--- src/rtl/l1_ctrl.sv ---
// Direct-mapped L1 controller: one CPU request at a time, tag lookup, read-miss refill,
// write-through with write-allocate, saturating hit/miss counters.
module l1_ctrl #(
    parameter int LINE_SIZE  = 16,
    parameter int INDEX_SIZE = 4,
    parameter int TAG_SIZE   = 2,
    parameter int WORD_SIZE  = 32,
    parameter int CNT_W      = 16
) (
    input  logic                 clk,
    input  logic                 rst,
    input  logic                 cpu_req,
    input  logic                 cpu_wr,
    input  logic [WORD_SIZE-1:0] cpu_addr,
    input  logic [WORD_SIZE-1:0] cpu_wdata,
    output logic                 cpu_ready,
    output logic [WORD_SIZE-1:0] cpu_rdata,
    output logic                 cpu_hit,
    output logic                 busy,
    output logic                 mem_req,
    output logic                 mem_wr,
    output logic [WORD_SIZE-1:0] mem_addr,
    output logic [WORD_SIZE-1:0] mem_wdata,
    input  logic                 mem_ack,
    input  logic [WORD_SIZE-1:0] mem_rdata,
    output logic [CNT_W-1:0]     hit_count,
    output logic [CNT_W-1:0]     miss_count
);

    // Handshakes: cpu_req is sampled only in IDLE and held by the CPU until cpu_ready;
    // mem_req is held until the cycle mem_ack is high, and that edge completes the transfer.
    typedef enum logic [2:0] {IDLE, LOOKUP, MEM_RD, MEM_WR, RESP} state_t;

    state_t state, state_next;

    logic [LINE_SIZE-1:0]  valid;
    logic [TAG_SIZE-1:0]   tags  [LINE_SIZE];
    logic [WORD_SIZE-1:0]  lines [LINE_SIZE];

    logic                  wr_q;
    logic                  hit_q;
    logic [WORD_SIZE-1:0]  addr_q;
    logic [WORD_SIZE-1:0]  wdata_q;

    logic [INDEX_SIZE-1:0] idx;
    logic [TAG_SIZE-1:0]   tag;
    logic                  hit_now;
    logic                  line_we;
    logic [WORD_SIZE-1:0]  line_wdata;
    logic                  hit_inc;
    logic                  miss_inc;

    assign tag     = addr_q[WORD_SIZE-1 -: TAG_SIZE];
    assign idx     = addr_q[WORD_SIZE-TAG_SIZE-1 -: INDEX_SIZE];
    assign hit_now = valid[idx] && (tags[idx] == tag);

    assign mem_addr  = addr_q;
    assign mem_wdata = wdata_q;

    always_ff @(posedge clk or posedge rst) begin
        if (rst) state <= IDLE;
        else     state <= state_next;
    end

    always_comb begin
        state_next = state;
        busy       = 1'b1;
        mem_req    = 1'b0;
        mem_wr     = 1'b0;
        line_we    = 1'b0;
        line_wdata = wdata_q;
        hit_inc    = 1'b0;
        miss_inc   = 1'b0;
        case (state)
            IDLE: begin
                busy = 1'b0;
                if (cpu_req) state_next = LOOKUP;
            end
            LOOKUP: begin
                hit_inc  = hit_now;
                miss_inc = !hit_now;
                if (wr_q) begin
                    line_we    = 1'b1;
                    state_next = MEM_WR;
                end else if (hit_now) begin
                    state_next = RESP;
                end else begin
                    state_next = MEM_RD;
                end
            end
            MEM_RD: begin
                mem_req = 1'b1;
                if (mem_ack) begin
                    line_we    = 1'b1;
                    line_wdata = mem_rdata;
                    state_next = RESP;
                end
            end
            MEM_WR: begin
                mem_req = 1'b1;
                mem_wr  = 1'b1;
                if (mem_ack) state_next = RESP;
            end
            RESP:    state_next = IDLE;
            default: state_next = IDLE;
        endcase
    end

    // Request latch, response registers and counters
    always_ff @(posedge clk or posedge rst) begin
        if (rst) begin
            wr_q       <= 1'b0;
            hit_q      <= 1'b0;
            addr_q     <= '0;
            wdata_q    <= '0;
            cpu_ready  <= 1'b0;
            cpu_rdata  <= '0;
            cpu_hit    <= 1'b0;
            hit_count  <= '0;
            miss_count <= '0;
            valid      <= '0;
        end else begin
            cpu_ready <= (state == RESP);
            if (state == IDLE && cpu_req) begin
                wr_q    <= cpu_wr;
                addr_q  <= cpu_addr;
                wdata_q <= cpu_wdata;
            end
            if (state == LOOKUP) begin
                hit_q <= hit_now;
                if (!wr_q && hit_now) begin
                    cpu_rdata <= lines[idx];
                    cpu_hit   <= 1'b1;
                end
            end
            if (state == MEM_RD && mem_ack) begin
                cpu_rdata <= mem_rdata;
                cpu_hit   <= 1'b0;
            end
            if (state == MEM_WR && mem_ack) begin
                cpu_rdata <= wdata_q;
                cpu_hit   <= hit_q;
            end
            if (line_we) valid[idx] <= 1'b1;
            if (hit_inc && hit_count != '1)   hit_count  <= hit_count + CNT_W'(1);
            if (miss_inc && miss_count != '1) miss_count <= miss_count + CNT_W'(1);
        end
    end

    // Tag/data storage needs no reset; valid bits gate every use
    always_ff @(posedge clk) begin
        if (line_we) begin
            tags[idx]  <= tag;
            lines[idx] <= line_wdata;
        end
    end

endmodule
--- config.mk ---
export PLATFORM = sky130hd
export DESIGN_NAME = l1_ctrl
export DESIGN_NICKNAME = d
export VERILOG_FILES = /design/src/rtl/l1_ctrl.sv
export SDC_FILE = /design/constraint.sdc
export NUM_CORES = 1
export LEC_CHECK = 0
export CAP_MARGIN = 20
export CORE_ASPECT_RATIO = 0.9
export CORE_MARGIN = 2
export CORE_UTILIZATION = 50
export DETAILED_ROUTE_END_ITERATION = 12
export PLACE_DENSITY_LB_ADDON = 0.2
export SETUP_SLACK_MARGIN = 0.4
export SYNTH_ARGS = -nofsm -noshare
export SYNTH_HDL_FRONTEND = slang
export SYNTH_SLANG_ARGS = --single-unit
--- constraint.sdc ---
create_clock -name clk -period 6.8 [get_ports clk]
set_input_delay 2.04 -clock clk [delete_from_list [all_inputs] [get_ports clk]]
set_output_delay 2.04 -clock clk [all_outputs]
set_load 0.02 [all_outputs]
==> run_results.csv <==
group,metric,value,unit
detailed_routing,drtIter0Drc,1406,
clock_tree,cts_made_buffers,71,
setup_path,crit_arrival,4.96,ns
clock_tree,cts_tree,"yes",
floorplan,die_y,226,um
floorplan,num_rows,81,
detailed_routing,wl_per_cell,25.9,um
power,ir_worst_vdd,0.293,mV
status,status,"complete, no violations",
clock_tree,cts_hold_buffers,0,
clock_tree,cts_resized,0,
detailed_routing,vias,14400,
yosys,ys.flop_type,"edfxtp_1",
clock_tree,cts_root_buf,"clkbuf_16",
clock_tree,cts_setup_buffers,0,
clock_tree,htree_levels,3,
setup_path,critPathTopFamily,"simple AND/OR/NAND/NOR gates",
setup_path,cpMaxStageDelayCell,"nor2_4",
clock_tree,insertion_delay,0.60,ns
floorplan,core,54300,um^2
clock_tree,clock_sinks,695,
timing,grt_setup_unrepaired,"no",
power,p_total,15.6,mW
yosys,synth_top_family_by_area,"multiplexers",
timing,slew_viol_final,0,
detailed_routing,final_antenna_net_count,0,
clock_tree,clk_pin_slew,0.06,ns
yosys,synth-warning-count,0,
setup_path,cp.required,7.07,ns
detailed_routing,drt_wl_total,63700,um
global_route,grt_first_pass_wirelength,95100,um
yosys,synth_nets,1527,
placed_design,gp_congestion,0.815,
placed_design,hpwl,40300,um
global_route,top_usage_layer,"met2",
cells_and_area,drive_gt1_share,25.2,%
timing,finalHoldViolCount,0,
timing,tightestPinTransition,1.12,ns
global_route,grt_pass1_vias,14800,
timing,slew_headroom,24.7,%
setup_path,end_kind,"flop",
power,p_leak,11.6,nW
hold_path,hold_class,"reg -> reg",
timing,timing.fmax,213,MHz
yosys,synth_compound_area_share,1.79,%
yosys,synth_commonest_cells,"544 x edfxtp_1, 168 x mux4_2, 151 x dfrtp_1",
yosys,synth_most_common_cell,"edfxtp_1",
setup_path,worstSetupStartpointType,"input port",
floorplan,initial_core_util,50.5,%
yosys,ys_types,45,
floorplan,ios,234,
yosys,syn_area_per_cell,19.3,um^2
setup_path,critPathKind,"in -> reg",
cells_and_area,num-nets-final,1793,
yosys,synth_seq_area_share,73.3,%
yosys,ys_async_sr_fraction,21.7,%
timing,hold-worst-slack,0.472,ns
cells_and_area,design_area,33300,um^2
placed_design,place_area,30800,um^2
global_route,track_usage,23.0,%
global_route,grt_max_degree,63,
global_route,met3_usage,5.92,%
clock_tree,cts_buffer_depth,3,
yosys,synthAdderAreaFrac,0.0912,%
detailed_routing,via_per_inst,5.87,
floorplan,die_area,56800,um^2
yosys,synth_top_cell_by_area,"edfxtp_1",
global_route,grtUsageMet2,35.9,%
setup_path,crit_fanout,18,
global_route,antenna_found_initial,1,
yosys,synth_simple_gate_area_share,4.38,%
power,p_per_area,469,nW/um^2
global_route,gr-usage-met1,32.8,%
yosys,ys_top_cells_by_area,"edfxtp_1 60%, mux4_2 14%, dfrtp_1 14%",
timing,timing.final.crit_share,68.9,%
yosys,ys_seq_elements,695,
timing,setup_violations,0,
floorplan,fp.dieW,251,um
yosys,synth_edf_count,544,
job,drv_cap,0,
yosys,synth_cells,1424,
placed_design,port_buffers,233,
timing,fin_skew,0.0270,ns
timing,period_needed,4.69,ns
setup_path,critPathBufInv,2,
detailed_routing,post-route-drc-count,0,
cells_and_area,syn2layout_area_growth,21.2,%
global_route,overflow,0,
timing,fin_setup_tns,0,ns
yosys,syn-cell-area,27400,um^2
yosys,synth_top_area_share,59.5,%
yosys,synthMuxAreaShare,18.1,%
setup_path,cp_cell_sequence,"clkdlybuf4s50_1 -> nand2_1 -> nor2_4 -> a21oi_1 -> nor2_1 -> nand2_1 -> nor2_4 -> buf_4",
detailed_routing,dr.pass1.iters,5,
yosys,synth_xor_area_share,0.989,%
setup_path,max_stage_delay,0.82,ns
[layer usage]
layer	vias up	wire length [um]
met5	-	0
met4	0	1290
met1	7543	26900
met2	550	30100
met3	84	5420
li1	6243	-
[cell usage in the layout (no fill, tap or decap), types with 7 or more instances in the layout]
cell type and instances:
mux2i_1 19, o2bb2ai_1 8, nor4_1 10, edfxtp_1 544, nand2_1 133, mux4_2 168, bufinv_16 11, clkbuf_16 76
or2_2 11, nor3_1 9, dfrtp_1 147, nand4_1 8, o22ai_1 12, nand3_1 12, nor2_1 31, clkdlybuf4s50_1 233
xor2_1 25, buf_4 36, clkbuf_1 19, nor2_4 18, a31oi_1 28, mux2_2 89, o21bai_1 8, clkinv_2 9
and3_1 7
[cell type report]
class | instances | area (um^2)
Antenna cell | 1 | 2.50
Tap cell | 705 | 882
Timing Repair Buffer | 270 | 2620
Inverter | 6 | 27.5
Clock buffer | 99 | 2030
Fill cell | 3881 | 21100
Clock inverter | 33 | 463
Sequential cell | 695 | 20100
Multi-Input combinational cell | 646 | 7120
[state kept, by name (all words and copies together) (netlist names)]
signal,cells
mem_wdata,32
cpu_ready,1
hit_count,16
wr_q,1
tags,32
cpu_hit,1
lines,512
valid,16
mem_addr,32
cpu_rdata,32
hit_q,1
state,3
miss_count,16
[final timing paths]
path	to	slack [ns]	start	cells after the start
hold reg to reg	valid[7]	0.47	valid[7]	1
hold / removal	valid[7]	0.47	valid[7]	1
setup / recovery	lines[10][23]	2.11	mem_ack	8
max in group asynchronous	cpu_rdata[3]	3.92	rst	3
setup reg to reg	cpu_rdata[21]	2.29	mem_addr[27]	8
min in group asynchronous	mem_addr[6]	1.89	rst	2
[logic make-up after synthesis]
kind of cell	Yosys count
buffers and inverters	83
flip-flops	695
XOR/XNOR	31
multiplexers	276
AND/OR/NAND/NOR	265
adder cells (fa/ha/maj)	2
AO/OA/AOI/OAI	72
[per-stage QoR]
| step | util (%) | worst slack (ns) | instances |
|---|---|---|---|
| finish | 61.2 | 2.11 | 2455 |
| global route | 61.2 | 1.94 | 2454 |
| CTS | 61.2 | 2.14 | 2454 |
| detailed placement | 56.6 | 1.50 | 2322 |
| global placement | 56.6 | 1.55 | 2321 |
| floorplan | - | 0.695 | 1424 |
[report_power, final]
part | internal, mW | switching, mW | leakage (nW)
Combinational | 2.32 | 2.86 | 3.60
Sequential | 5.78 | 0.533 | 6.76
Clock | 2.51 | 1.59 | 1.21
No activity file was read; power rests on OpenSTA's default activity.
